[src/rtl/pipe_fifo_gen2_pkg.sv]
// rtl/pipe_fifo_gen2_pkg.sv - shared pipe defaults, log2 helper and watermark defaults
// Every pipe instance in the design draws its default geometry and thresholds from here.
package pipe_fifo_gen2_pkg;

    function automatic int pipe_log2(input int value);
        int r;
        r = 0;
        while ((1 << r) < value) r++;
        return r;
    endfunction

    localparam int PIPE_N_DEF         = 18;
    localparam int PIPE_DEPTH_DEF     = 16;
    localparam int PIPE_AW_DEF        = pipe_log2(PIPE_DEPTH_DEF);
    localparam int PIPE_AFULL_TH_DEF  = 12;
    localparam int PIPE_AEMPTY_TH_DEF = 2;

endpackage

[src/rtl/pipe_fifo_gen2_ptr_ctr.sv]
// rtl/pipe_fifo_gen2_ptr_ctr.sv - AW-bit wrapping pointer with increment and synchronous clear
// DEPTH is a power of two, so natural overflow of the AW-bit register provides the wrap.
module pipe_ptr_ctr #(
    parameter int AW = 4
) (
    input  logic          clk,
    input  logic          rst,
    input  logic          clr,
    input  logic          inc,
    output logic [AW-1:0] ptr
);

    always_ff @(posedge clk or posedge rst) begin
        if (rst) begin
            ptr <= '0;
        end else if (clr) begin
            ptr <= '0;
        end else if (inc) begin
            ptr <= ptr + AW'(1);
        end
    end

endmodule

[src/rtl/pipe_fifo_gen2.sv]
// rtl/pipe_fifo_gen2.sv - req/ack FIFO with occupancy count, watermarks, flush and async reset
// Optional sticky overflow/underflow flags are built when PIPE_ERR_FLAGS_EN is defined.
module pipe_fifo_gen2
    import pipe_fifo_gen2_pkg::*;
#(
    parameter int N         = PIPE_N_DEF,
    parameter int DEPTH     = PIPE_DEPTH_DEF,
    parameter int AW        = PIPE_AW_DEF,
    parameter int AFULL_TH  = PIPE_AFULL_TH_DEF,
    parameter int AEMPTY_TH = PIPE_AEMPTY_TH_DEF
) (
    input  logic         clk,
    input  logic         rst,
    input  logic         pipe_flush,
    input  logic         pipe_write_req,
    output logic         pipe_write_ack,
    input  logic [N-1:0] pipe_write_data,
    input  logic         pipe_read_req,
    output logic         pipe_read_ack,
    output logic [N-1:0] pipe_read_data,
    output logic [AW:0]  pipe_count,
    output logic         pipe_almost_full,
    output logic         pipe_almost_empty
`ifdef PIPE_ERR_FLAGS_EN
    ,
    output logic         pipe_ovf,
    output logic         pipe_udf,
    input  logic         pipe_err_clr
`endif
);

    generate
        if ((AW < 1) || ((1 << AW) != DEPTH)) begin : g_bad_geometry
            $error("pipe_fifo_gen2: AW must equal log2(DEPTH) and DEPTH must be a power of two >= 2");
        end
    endgenerate

    logic [N-1:0]  mem [DEPTH];
    logic [AW-1:0] wr_ptr;
    logic [AW-1:0] rd_ptr;
    logic [AW:0]   count;
    logic          full;
    logic          empty;
    logic          wr_fire;
    logic          rd_fire;

    // Full/empty come only from the count, never from pointer comparison.
    assign full  = (count == (AW+1)'(DEPTH));
    assign empty = (count == '0);

    assign wr_fire = pipe_write_req && !full  && !pipe_flush;
    assign rd_fire = pipe_read_req  && !empty && !pipe_flush;

    pipe_ptr_ctr #(.AW(AW)) u_wr_ptr (
        .clk (clk),
        .rst (rst),
        .clr (pipe_flush),
        .inc (wr_fire),
        .ptr (wr_ptr)
    );

    pipe_ptr_ctr #(.AW(AW)) u_rd_ptr (
        .clk (clk),
        .rst (rst),
        .clr (pipe_flush),
        .inc (rd_fire),
        .ptr (rd_ptr)
    );

    always_ff @(posedge clk) begin
        if (wr_fire) begin
            mem[wr_ptr] <= pipe_write_data;
        end
    end

    always_ff @(posedge clk or posedge rst) begin
        if (rst) begin
            count <= '0;
        end else if (pipe_flush) begin
            count <= '0;
        end else begin
            case ({wr_fire, rd_fire})
                2'b10:   count <= count + (AW+1)'(1);
                2'b01:   count <= count - (AW+1)'(1);
                default: count <= count;
            endcase
        end
    end

    assign pipe_write_ack    = !full;
    assign pipe_read_ack     = !empty;
    assign pipe_read_data    = mem[rd_ptr];
    assign pipe_count        = count;
    assign pipe_almost_full  = (count >= (AW+1)'(AFULL_TH));
    assign pipe_almost_empty = (count <= (AW+1)'(AEMPTY_TH));

`ifdef PIPE_ERR_FLAGS_EN
    // A new error on the same edge as a clear or flush must not be lost.
    always_ff @(posedge clk or posedge rst) begin
        if (rst) begin
            pipe_ovf <= 1'b0;
            pipe_udf <= 1'b0;
        end else begin
            if (pipe_write_req && full) begin
                pipe_ovf <= 1'b1;
            end else if (pipe_err_clr || pipe_flush) begin
                pipe_ovf <= 1'b0;
            end
            if (pipe_read_req && empty) begin
                pipe_udf <= 1'b1;
            end else if (pipe_err_clr || pipe_flush) begin
                pipe_udf <= 1'b0;
            end
        end
    end
`endif

endmodule

[config.mk]
export PLATFORM = sky130hd
export DESIGN_NAME = pipe_fifo_gen2
export DESIGN_NICKNAME = d
export VERILOG_FILES = /design/src/rtl/pipe_fifo_gen2_pkg.sv /design/src/rtl/pipe_fifo_gen2_ptr_ctr.sv /design/src/rtl/pipe_fifo_gen2.sv
export SDC_FILE = /design/constraint.sdc
export NUM_CORES = 1
export LEC_CHECK = 0
export CORE_MARGIN = 10
export CORE_UTILIZATION = 50
export CTS_CLUSTER_SIZE = 28
export DETAILED_ROUTE_END_ITERATION = 7
export GPL_ROUTABILITY_DRIVEN = 1
export GPL_TIMING_DRIVEN = 0
export PLACE_DENSITY = 0.73
export SLEW_MARGIN = 20
export SYNTH_ARGS = -nofsm -noshare
export SYNTH_HDL_FRONTEND = slang
export SYNTH_HIERARCHICAL = 1
export SYNTH_SLANG_ARGS = --single-unit
[constraint.sdc]
create_clock -name clk -period 2.83 [get_ports clk]
set_input_delay 0.566 -clock clk [delete_from_list [all_inputs] [get_ports clk]]
set_output_delay 0.566 -clock clk [all_outputs]
set_load 0.02 [all_outputs]
# ---- After elaboration in Yosys (flattened, before gate mapping)
# Memory sizes are Yosys's and may differ from the RTL's.
# Cells that the tools add are included.
dict set report word_totals {
  regBits 13
  ram_bits 288
  input_bits 23
  out_inout_bits 27
  elab_cells 32
  memories 1
}
dict set report classes {
  n_addsub 4
  n_lt_le_gt_ge 2
  n_eq_ne 3
  mux 8
  reduce_logical 11
}
# memory depth word_bits read_ports rd_clocked_by_memory_dff wr line
set memory_table {}
lappend memory_table {mem 16 18 1 0 1 pipe_fifo_gen2.sv:38} ;# logic [N-1:0] mem [DEPTH];
# operator n
set ops {}
lappend ops {{$mux 4} 4}
lappend ops {{$pmux 5 s2} 1}
lappend ops {{$add 4x1->4 const B} 2}
lappend ops {{$add 5x1->5 const B} 1}
lappend ops {{$eq 5x5->1 const B} 1}
lappend ops {{$ge 5x4->1 const B} 1}
lappend ops {{$le 5x2->1 const B} 1}
lappend ops {{$logic_not 5->1} 1}
lappend ops {{$mux 5} 1}
lappend ops {{$sub 5x1->5 const B} 1}
lappend ops {{$logic_and 1x1->1} 4}
lappend ops {{$reduce_bool 2->1} 2}
lappend ops {{$logic_not 1->1} 3}
lappend ops {{$reduce_bool 3->1} 1}
lappend ops {{$eq 2x1->1 const B} 1}
lappend ops {{$eq 2x2->1 const B} 1}
lappend ops {{$mux 1} 2}

# ---- Logic depth before layout (Yosys ltp)
dict set report logic_depth {
  ltp_word 7
  ltp_mapped 11
  ltp_nobuf 11
}

# ---- By module
# The synthesis kept the hierarchy.
# module instances cells_each area_each_um2
set by_module_without_submodules {}
lappend by_module_without_submodules {pipe_fifo_gen2 1 474 11529.8}
lappend by_module_without_submodules {pipe_ptr_ctr 2 17 196.4}

# ---- Worst setup path after synthesis
# OpenSTA, ideal clock, no wires.
dict set report synth_path {
  path_kind {input -> register}
  start {input pipe_flush}
  end {memory mem[2][0] (netlist bit), enable pin}
  setup_time_ns 0.439
  arrival_time_ns 3.016
  required_ns 2.391
  setup_slack_ns -0.626
  stages 3
  path_buffers 1
  cell_sequence {clkbuf_1 or3b_2 nor4_1}
}
dict set report synth_between {
  elab_chain_cells 4
}
# item line
set synth_lines {}
lappend synth_lines {{start, declared} pipe_fifo_gen2.sv:14} ;# input logic pipe_flush,
lappend synth_lines {{$logic_not 1->1} pipe_fifo_gen2.sv:51} ;# assign wr_fire = pipe_write_req && !full && !pipe_flush;
lappend synth_lines {{$logic_and 1x1->1} pipe_fifo_gen2.sv:51}
lappend synth_lines {{$mux 1} pipe_fifo_gen2.sv:71} ;# if (wr_fire) begin
lappend synth_lines {{$mux 1 (implied by the code)} pipe_fifo_gen2.sv:72} ;# mem[wr_ptr] <= pipe_write_data;
lappend synth_lines {{end, declared} pipe_fifo_gen2.sv:38}
# Every way passes these cells.

# ---- Worst setup path after layout
dict set report layout_path {
  start {register u_rd_ptr.ptr[0]}
  end {output pipe_read_data[12]}
}
dict set report layout_between {
  elab_chain_cells 1
}
# item line
set layout_lines {}
lappend layout_lines {{start, declared} pipe_fifo_gen2_ptr_ctr.sv:10} ;# output logic [AW-1:0] ptr
lappend layout_lines {{start signal, assigned} pipe_fifo_gen2_ptr_ctr.sv:19} ;# ptr <= ptr + AW'(1);
lappend layout_lines {{$mem_v2 16x18} --}
lappend layout_lines {{end, declared} pipe_fifo_gen2.sv:20} ;# output logic [N-1:0] pipe_read_data,
# Every way passes these cells.

==> metrics <==
accumulated negative setup slack=-4900 ps; post-detailed-route count of antenna-violating nets=0; Crit Reg-Reg Startpoint=pipe_count[3]; Async SR Flop Fraction=4.32%; IR Drop Worst-Case VDD=0.559 mV; post-route design area=0.0143 mm²; switching share of total power=23.7%; status=finished, violations left; violated checks=setup timing; Sequential Power Share=45.3%; Critical Path Sink Type=output port; maximum buffer depth of the clock tree=3; synthesis-to-layout area growth=19.8%; Distinct cells, synth=38; worst-path maximum fanout=5; overall die height=174 µm; post-synthesis sequential area ratio=75.3%; number of warnings issued by yosys=6; share of the clock period used by the worst path=112%; element type at the critical path start=flip-flop; final HPWL from detailed placement=14.7 mm; Layout fillers=1597; clock power share=35.6%; global-route wire length before repair=38.8 mm; drt first-iter violations=535; number of detailed-routing iterations run before antenna repair=5; TritonCTS clock tree=yes; core region area=0.0235 mm²; Final WS setup=-331 ps; Die Width=174 µm; number of CTS-inserted buffers=30; mean instance size in the synthesized netlist=23.5 µm²; Clock Tree Root=sky130_fd_sc_hd__clkbuf_16; count of maximum capacitance violations=0; path depth of the worst reg2reg path=11; Final Wtd Congestion=0.784; fin. max-slew vios=0; layout net count=644; area of the die=0.0304 mm²; setup violators final=18; count of inserted antenna diode cells=0; maximum number of pins on one net before global-route repair=19; register bit total from synthesis=301; DRC viols=0; gate count of the mapped netlist=508; Max Clk Rate=316 MHz; routed wirelength normalized by instance count=27.9 µm; GRT Total Usage=17.1%; required time reported for the critical path endpoint=2260 ps; share of final-layout standard cells stronger than drive strength 1=34.8%; clock sink count=301; cell internal power dissipation=8.49 mW; Worst Path Class, Setup=reg2out; Gate power share=19.1%; routed via count=5710; antenna violations before repair=1; initial core utilization=50.8%; tightest slew margin relative to the limit=44.6%; ys flop type=sky130_fd_sc_hd__edfxtp_1; site row count=56; worst reg2reg path endpoint=pipe_count[4]; count of H-tree levels built during CTS=1; worst slack at placement=-652 ps; Placement Cell Area=0.0130 mm²; clock insertion delay at the later pin of the skew report=550 ps; worst hold slack after final layout=284 ps; cts-stage hold buffer count=0; clock period minus final worst setup slack=3160 ps; number of top-level pins=50; Final Power=11.1 mW; leakage component of the power=4.56 nW; post-synth net total=537; via density per instance=5.97; via count of the first global-routing pass=6097; transition at the pin with the smallest max-transition slack=830 ps; number of buffers added on ports=49; Post-synth EDFFs=288; kind of path behind the tightest hold check=in2async; Layout Skew=14.1 ps; detailed-route wire length=26.7 mm; netlist area before placement=0.0119 mm²; number of failing hold endpoints at the final stage=0; clock-pin slew of the registers on the worst-case setup and hold paths=60 ps; total power divided by cell area=778 mW/mm²; Net Sw Power=2.63 mW; Arr. time, crit path=2590 ps; unrepaired setup endpoints after global routing=true; Reg2Reg Setup Slack=120 ps; aggregate global routing overflow=0
area by class of cell:
cell class	instances	area, µm²	share of cell area (%)
buffer	21	256	1.80
clock buffer	43	861	6.03
clock inverter	12	133	0.928
inverter	6	22.5	0.158
multi-input combinational	180	2800	19.6
sequential	301	8980	62.8
tap	319	399	2.79
timing repair buffer	75	836	5.85
repair_timing:
action / in CTS / in global routing
pin swaps: 0 / 1
cloned: 4 / 2
endpoints found under the setup margin: 20 / 22
resized for setup: 159 / 16
buffers inserted: 8 / 2
metal layers:
| metal | part of all wire [%] | wire (µm) | GRT usage (%) |
|---|---|---|---|
| met5 | 0.045 | 12 | 0 |
| met4 | 2.1 | 563 | 4.92 |
| met3 | 7.5 | 1990 | 3.36 |
| met2 | 51 | 13500 | 28.7 |
| met1 | 40 | 10600 | 22.3 |
state kept, by name (all words and copies together) (netlist names):
register and count:
u_wr_ptr/ptr 4, pipe_count 5, u_rd_ptr/ptr 4, mem 288
critical path, cell delays in order (launching register included):
cell and delay [ps]:
sky130_fd_sc_hd__dfrtp_2 400, sky130_fd_sc_hd__buf_12 130, sky130_fd_sc_hd__buf_4 150, sky130_fd_sc_hd__buf_12 150, sky130_fd_sc_hd__buf_12 110, sky130_fd_sc_hd__mux4_2 480, sky130_fd_sc_hd__mux4_2 480, sky130_fd_sc_hd__buf_6 150
logic make-up (layout without fill, tap and decap cells):
kind of cell	Yosys count	in the layout	synth area share [%]
simple gates	56	56	2.43
flops	301	301	75.3
mux	97	97	18.7
xor+xnor	5	5	0.367
buf+inv	27	157	1.56
compound gates	16	16	0.997
fa+ha+maj	6	6	0.693
cells in the mapped netlist, types with 2 or more instances:
cell | count | share of area, %
sky130_fd_sc_hd__nand3_1 | 2 | 0.084
sky130_fd_sc_hd__nor4_1 | 4 | 0.21
sky130_fd_sc_hd__dfrtp_1 | 13 | 2.7
sky130_fd_sc_hd__or3_1 | 2 | 0.10
sky130_fd_sc_hd__buf_2 | 7 | 0.29
sky130_fd_sc_hd__nand4_1 | 2 | 0.10
sky130_fd_sc_hd__mux4_2 | 58 | 11
sky130_fd_sc_hd__a21o_1 | 3 | 0.19
sky130_fd_sc_hd__a21bo_2 | 2 | 0.17
sky130_fd_sc_hd__buf_6 | 7 | 0.66
sky130_fd_sc_hd__nand3b_1 | 5 | 0.31
sky130_fd_sc_hd__nor2b_1 | 3 | 0.16
sky130_fd_sc_hd__mux2_4 | 2 | 0.25
sky130_fd_sc_hd__a21oi_1 | 5 | 0.21
sky130_fd_sc_hd__nand2_1 | 6 | 0.19
sky130_fd_sc_hd__ha_1 | 5 | 0.52
sky130_fd_sc_hd__xnor2_1 | 5 | 0.37
sky130_fd_sc_hd__edfxtp_1 | 288 | 73
sky130_fd_sc_hd__mux2i_1 | 5 | 0.42
sky130_fd_sc_hd__nand2b_1 | 2 | 0.10
sky130_fd_sc_hd__buf_4 | 4 | 0.25
sky130_fd_sc_hd__inv_1 | 6 | 0.19
sky130_fd_sc_hd__nor2_1 | 26 | 0.82
sky130_fd_sc_hd__mux4_1 | 32 | 7.1
stage by stage:
| stage | util, % | instances |
|---|---|---|
| floorplan | - | 508 |
| global placement | 54.6 | 876 |
| detailed placement | 55.4 | 887 |
| CTS | 60.7 | 954 |
| global route | 60.9 | 957 |
| finish | 60.9 | 957 |
how the worst max path moves through the flow:
stage / startpoint / end / slack (ps) / depth (start not counted)
after floorplan: pipe_count[0] / mem[0][0] / -470 / 4
after global placement: pipe_flush / mem[3][13] / -2880 / 4
after detailed placement: pipe_flush / pipe_count[4] / -650 / 11
after CTS: u_rd_ptr/ptr[0] / pipe_read_data[5] / -360 / 7
after global routing: u_rd_ptr/ptr[0] / pipe_read_data[5] / -390 / 7
final: u_rd_ptr/ptr[0] / pipe_read_data[12] / -330 / 7
power by group through the flow:
stage	Sequential (mW)	Clock, mW	Combinational, mW
final	5.04	3.96	2.12
after global routing	5.04	4.19	2.25
after CTS	5.03	4.00	2.08
after detailed placement	5.12	0	1.71
after global placement	5.11	0	1.64
after floorplan	5.13	0	1.08
cell usage in the layout, fill, tap and decap left out, drive strengths merged:
| cell | netlist | layout |
|---|---|---|
| and3b | 1 | 1 |
| or4 | 1 | 1 |
| dfrtp | 13 | 13 |
| dlymetal6s2s | 0 | 1 |
| mux2 | 2 | 2 |
| a21o | 3 | 3 |
| clkbuf | 2 | 47 |
| o221a | 1 | 1 |
| a211oi | 1 | 1 |
| edfxtp | 288 | 288 |
| clkinv | 0 | 8 |
| dlygate4sd2 | 0 | 1 |
| fa | 1 | 1 |
| dlygate4sd1 | 1 | 1 |
| mux4 | 90 | 90 |
| nor4 | 5 | 5 |
| clkinvlp | 0 | 1 |
| or3 | 2 | 2 |
| nor2 | 26 | 26 |
| a21oi | 5 | 5 |
| ha | 5 | 5 |
| nor2b | 3 | 3 |
| nand2 | 6 | 6 |
| a21boi | 2 | 2 |
| a2111oi | 1 | 1 |
| or3b | 1 | 1 |
| nand3b | 5 | 5 |
| xnor2 | 5 | 5 |
| a32oi | 1 | 1 |
| a21bo | 2 | 2 |
| clkdlybuf4s50 | 0 | 29 |
| nand2b | 2 | 2 |
| inv | 6 | 6 |
| nand4 | 2 | 2 |
| nand3 | 2 | 2 |
| bufinv | 0 | 3 |
| mux2i | 5 | 5 |
| buf | 18 | 60 |
Power figures use the tool's default switching activity.
